**src/rtl/bsr_chain_driver.sv**
```systemverilog
// Drives one boundary-scan chain: shift a pattern in, hold it, capture, shift the result out.
// done fires 2*CHAIN_LEN+APPLY_CYCLES+2 cycles after start is taken; start is dropped while busy, abort returns to idle.
module bsr_chain_driver #(
  parameter int CHAIN_LEN    = 32,
  parameter int APPLY_CYCLES = 2,
  localparam int CNT_W       = $clog2(CHAIN_LEN + APPLY_CYCLES) + 1
) (
  input  logic                 clock,
  input  logic                 reset,
  input  logic                 start,
  input  logic                 abort,
  input  logic [CHAIN_LEN-1:0] pattern_in,
  output logic                 busy,
  output logic                 done,
  output logic [CHAIN_LEN-1:0] result_out,
  output logic                 chain_sin,
  input  logic                 chain_sout,
  output logic                 chain_clk_en,
  output logic                 testing
);

  localparam logic [2:0] IDLE    = 3'd0;
  localparam logic [2:0] SHIFT   = 3'd1;
  localparam logic [2:0] APPLY   = 3'd2;
  localparam logic [2:0] CAPTURE = 3'd3;
  localparam logic [2:0] UNLOAD  = 3'd4;
  localparam logic [2:0] DONE    = 3'd5;

  localparam logic [CNT_W-1:0] LAST_BIT   = CNT_W'(CHAIN_LEN - 1);
  localparam logic [CNT_W-1:0] LAST_APPLY = CNT_W'(APPLY_CYCLES - 1);

  logic [2:0]           state;
  logic [CNT_W-1:0]     cnt;
  logic [CHAIN_LEN-1:0] shreg;
  logic [CHAIN_LEN-1:0] rsr;
  logic [CHAIN_LEN-1:0] rsr_next;

  assign rsr_next = {chain_sout, rsr[CHAIN_LEN-1:1]};

  always_ff @(posedge clock) begin
    if (reset) begin
      state      <= IDLE;
      cnt        <= '0;
      shreg      <= '0;
      rsr        <= '0;
      result_out <= '0;
    end else begin
      case (state)
        IDLE: begin
          if (start) begin
            shreg <= pattern_in;
            cnt   <= '0;
            state <= SHIFT;
          end
        end
        SHIFT: begin
          if (abort) begin
            cnt   <= '0;
            state <= IDLE;
          end else begin
            shreg <= shreg >> 1;
            if (cnt == LAST_BIT) begin
              cnt   <= '0;
              state <= APPLY;
            end else begin
              cnt <= cnt + 1'b1;
            end
          end
        end
        APPLY: begin
          if (abort) begin
            cnt   <= '0;
            state <= IDLE;
          end else if (cnt == LAST_APPLY) begin
            cnt   <= '0;
            state <= CAPTURE;
          end else begin
            cnt <= cnt + 1'b1;
          end
        end
        CAPTURE: begin
          cnt   <= '0;
          state <= abort ? IDLE : UNLOAD;
        end
        UNLOAD: begin
          if (abort) begin
            cnt   <= '0;
            state <= IDLE;
          end else begin
            rsr <= rsr_next;
            if (cnt == LAST_BIT) begin
              // Take the final sample directly so result_out is valid in the DONE cycle.
              result_out <= rsr_next;
              cnt        <= '0;
              state      <= DONE;
            end else begin
              cnt <= cnt + 1'b1;
            end
          end
        end
        DONE: begin
          state <= IDLE;
        end
        default: begin
          cnt   <= '0;
          state <= IDLE;
        end
      endcase
    end
  end

  // Outputs decode only registered state so no input reaches them combinationally.
  assign busy         = (state == SHIFT) || (state == APPLY) ||
                        (state == CAPTURE) || (state == UNLOAD);
  assign done         = (state == DONE);
  assign testing      = (state == SHIFT) || (state == APPLY) || (state == UNLOAD);
  assign chain_clk_en = (state == SHIFT) || (state == CAPTURE) || (state == UNLOAD);
  assign chain_sin    = (state == SHIFT) && shreg[0];

endmodule
```
**config.mk**
```make
export PLATFORM = sky130hd
export DESIGN_NAME = bsr_chain_driver
export DESIGN_NICKNAME = d
export VERILOG_FILES = /design/src/rtl/bsr_chain_driver.sv
export SDC_FILE = /design/constraint.sdc
export NUM_CORES = 1
export LEC_CHECK = 0
export BUFFER_PORTS_ARGS = -buffer_cell sky130_fd_sc_hd__buf_2
export CORE_ASPECT_RATIO = 0.8
export CORE_UTILIZATION = 32
export CTS_CLUSTER_DIAMETER = 60
export DETAILED_ROUTE_END_ITERATION = 7
export GPL_ROUTABILITY_DRIVEN = 1
export SLEW_MARGIN = 0
export SYNTH_ARGS = -nofsm -noshare
export SYNTH_HDL_FRONTEND = slang
export SYNTH_SLANG_ARGS = --single-unit
export TNS_END_PERCENT = 1
```
**constraint.sdc**
```tcl
create_clock -name clock -period 3.9 [get_ports clock]
set_input_delay 0.39 -clock clock [delete_from_list [all_inputs] [get_ports clock]]
set_output_delay 0.39 -clock clock [all_outputs]
set_load 0.1 [all_outputs]
```
* Yosys cells after proc, flatten, opt, wreduce, memory -nomap -nowiden *
Index checks and enable logic that the tools add are counted.

word-level totals
  bits in registers = 106
  input bits = 37
  output and inout port bits = 37

operators by class
  reductions and logical operators = 15
  add/sub/neg operators = 1
  bitwise logic cells = 2
  mux-type cells = 18
  equality and inequality tests = 12

operators by type and width
  kind                                                 count
  2-to-1 mux 32 bit                                    2
  one-hot mux 32 bit (2 select lines)                  1
  2-to-1 mux 7 bit                                     5
  one-hot mux 7 bit (4 select lines)                   1
  2-to-1 mux 3 bit                                     8
  one-hot mux 3 bit (5 select lines)                   1
  != test 3 bit, second input constant                 3
  adder 7 x 1 -> 7 bit, second input constant          1
  equality test 7 x 1 -> 1 bit, second input constant  1
  equality test 7 x 5 -> 1 bit, second input constant  1
  equality test 3 x 2 -> 1 bit, second input constant  2
  equality test 3 bit, second input constant           2
  logical OR 1 bit                                     6
  AND reduction 3 bit                                  2
  != test 2 bit, second input constant                 2
  AND reduction 2 bit                                  2
  AND reduction 4 bit                                  1
  equality test 3 x 1 -> 1 bit, second input constant  1
  logical NOT 3 bit                                    1
  inverter 1 bit                                       2
  nonzero test 2 bit                                   1
  OR reduction 2 bit                                   1
  logical AND 1 bit                                    1

* Depth between registers and ports, before layout *
  depth after elaboration = 4
  mapped depth = 8
  gate-level depth less buffers = 7

* Worst setup path before layout *
Ideal clock, no wire load.

  kind = register to output
  start = register state[2]
  end = output done
  arrival = 2,839 ps
  stages on the path, launching flop included = 3
  setup slack = 671 ps
  buffers on the path = 1
  cell sequence = dfxtp_1 -> buf_2 -> nor3b_1

on the way
  word-level cells in the longest chain between the ends = 1

RTL lines
  what                      RTL line  RTL
  start: declaration        32        logic [2:0] state;
  start signal: assignment  83        state <= abort ? IDLE : UNLOAD;
  equality test 3 bit       115       assign done = (state == DONE);
  end: declaration          14        output logic done,

No other way between the ends.

* Final worst setup path *
  start = register state[0]
  end = output testing

on the way
  word-level cells in the longest chain between the ends = 3
  elaborated cells on any way between the ends = 5
  classes of those cells = eq/ne: 3; reduce/logical: 2

RTL lines
  what                                                                          RTL line  RTL
  equality test 3 x 1 -> 1 bit or equality test 3 x 2 -> 1 bit (tied branches)  116       assign testing = (state == SHIFT) || (state == APPLY) || (state == UNLOAD);
  logical OR 1 bit                                                              116
  logical OR 1 bit *                                                            116
  end: declaration                                                              19        output logic testing

Every way passes the cells marked *; elsewhere a longest branch is shown, timed or not.

==> results.toml <==
[outcome]
outcome = "finished, final reports clean"

[pwr]
p_seq_frac = 0.520
ir_drop_mv = 0.2030
p_sw_uw = 513.0
power.density_nw_per_um2 = 432.1
sw_frac_of_total = 0.2374
power_leakage_uw = 0.001883
p_int_uw = 1648
comb_power_share = 0.076
clock_power_share = 0.404

[clock_tree]
cts_tree = "built"
post_cts_resized = 0
path_clk_slew_ns = 0.07
hold_buffers = 0
cts_buffers = 9
cts.sinks = 105
cts-root-buf = "clkbuf_16"
htree_levels = 3
insertion_delay_ns = 0.34
postCtsSetupRepairBufs = 0
cts_buffer_depth = 2

[routing]
vias = 3718
top_layer = "met4"
drt_iter0_drc = 270
wl_met3_um = 479
drt_first_pass_iters = 4
wl_mm = 9.624
met2_length_mm = 4.245
wl_per_cell_um = 12.45
wl_met1_mm = 4.834
route.detailed.drc = 0
viasPerCell = 4.810
ant_nets = 0

[placed_design]
portBuffers = 73
dpl.hpwl_mm = 6.166
postPlaceCellArea_um2 = 4708
routabilityCongestion = 0.7509

[critical_path]
criticalPathCategory = "flip-flop to primary output"
start_kind = "flip-flop"
crit_slowest_cell = "or3b_2"
critPathMaxFanout = 35
path_cells = "or3b_2 -> o21ai_0 -> buf_2"
crit_required_ns = 3.51
cp-end-kind = "primary output"
cp_slowest_stage_delay_ns = 0.81
worstPathArrival_ns = 2.42

[global_routing]
grt_max_degree = 105
grt_pass1_vias = 3534
antenna_found_initial = 0
grt_util_all_layers = 0.1439
grt_pass1_wl_mm = 16.28
grt-ovfl-total = 0

[floorplanning]
pin_count = 74
core_area_um2 = 12920
fp.dieW_um = 131.1
die_area_um2 = 13800
die_y_um = 105.3
rows = 37
start_util = 0.3303

[timing]
max_freq_ghz = 0.3554
hold_viol_final = 0
rsz0062_at_grt = "no"
skew_ns = 0.01139
relSlewSlack = 0.2677
worst_pin_slew_ns = 1.098
slew_violations = 0
fin_setup_tns_ns = 0
min_period_over_period = 0.7214
report.final.setup_viol = 0
period_needed_ns = 2.814

[synthesis]
yosysMostFrequentCell = "nand2_1"
synth_cells = 545
synthXorXnorAreaFrac = 0.002053
synth_seq_area_share = 0.4927
ys.flop_type = "dfxtp_1"
synth_fa_ha_area_frac = 0.005865
synthArstFlopShare = 0
synth_warnings = 0
synth_area_leaders = "dfxtp_1, nand2_1, a21oi_1, a311oi_1, nor2_1"
syn_avg_cell_area_um2 = 7.829
syn_area_um2 = 4267
synth_top_family_by_area = "simple AND/OR/NAND/NOR gates"
synth.distinct_cells = 43
synth_common_cells = "nand2_1, dfxtp_1, a21oi_1, nor2_1, a311oi_1"
synth-simple-area-share = 0.2648
synth.mux.area_fraction = 0.007038
synth_seq_cells = 105
synth.top_cell.area_share = 0.4927
synth_edf_count = 0
synth_compound_area_frac = 0.1777
yosys.area.top_type = "dfxtp_1"
synthesis.nets = 584

[final_layout]
drive_gt1_frac = 0.1839
area_growth_pct = 17.24
final_area_um2 = 5002
antenna_cells = 0
nNetsFinal = 632

[run]
drv_cap = 0

[min_path]
min_path_type = "primary input to flip-flop"
logic make-up (layout without fill, tap and decap cells):
family | count (synthesis) | in the layout
compound gates | 118 | 118
xor+xnor | 1 | 1
fa+ha+maj | 2 | 2
buf+inv | 45 | 98
flops | 105 | 105
mux | 3 | 3
simple gates | 271 | 271
registers in the layout (all words and copies together) (netlist names):
name and flops:
cnt 7, result_out 32, rsr 31, shreg 32, state 3
routing by layer:
layer	global-route usage	up-vias
met4	0.04706	0
met2	0.2302	76
met3	0.04377	4
met5	0	-
li1	-	1932
met1	0.1845	1706
worst paths after layout:
| check | from | endpoint | slack, ns | cells past startpoint |
|---|---|---|---|---|
| worst max-delay path | state[0] | testing | 1.09 | 3 |
| worst min-delay path | chain_sout | rsr[31] | 0.31 | 3 |
| worst min register to register | result_out[29] | result_out[29] | 0.45 | 2 |
| worst max register to register | state[2] | result_out[2] | 1.29 | 6 |
cells in the final DEF, fill, tap and decap left out, types with 3 or more instances in the layout:
master / instances
nand2_1: 197
dfxtp_1: 105
buf_2: 72
a21oi_1: 69
nor2_1: 40
a311oi_1: 31
clkbuf_16: 9
nand3_1: 8
o21ai_0: 6
buf_4: 6
inv_1: 3
mux2i_1: 3
or3_1: 3
or2_2: 3
a31oi_1: 3
clkbuf_8: 3
power groups by stage:
stage,Combinational [uW],Sequential (uW),Clock [uW]
2_1_floorplan,125,1140,0
3_3_place_gp,161,1150,0
3_5_place_dp,165,1150,0
4_1_cts,166,1120,902
5_1_grt,185,1130,947
6_report,164,1120,874
critical path, delay by kind of cell (launching register included):
| family | cells | cell delay, ns |
|---|---|---|
| AOI/OAI and AO/OA | 1 | 0.21 |
| and+or+nand+nor | 1 | 0.81 |
| DFF | 1 | 0.58 |
| buffers and inverters | 1 | 0.46 |
area by class of cell:
| cell class | count | area [um^2] |
|---|---|---|
| clock inverter | 3 | 23.77 |
| multi-input combinational | 395 | 1967 |
| sequential | 105 | 2102 |
| clock buffer | 13 | 270.3 |
| inverter | 4 | 15.01 |
| tap | 175 | 219.0 |
| fill | 1338 | 7914 |
| timing repair buffer | 78 | 405.4 |
stage by stage:
stage | worst slack, ns | total power (uW) | hold WS (ns) | std cells | util
2_1_floorplan | 0.6711 | 1266 | 0.4321 | 545 | -
3_3_place_gp | 1.361 | 1307 | 0.4408 | 757 | 0.3645
6_report | 1.086 | 2161 | 0.3102 | 773 | 0.3873
4_1_cts | 1.074 | 2191 | 0.2973 | 773 | 0.3873
3_5_place_dp | 1.278 | 1312 | 0.4459 | 757 | 0.3645
5_1_grt | 0.9662 | 2259 | 0.3093 | 773 | 0.3873
Power figures use the tool's default switching activity.
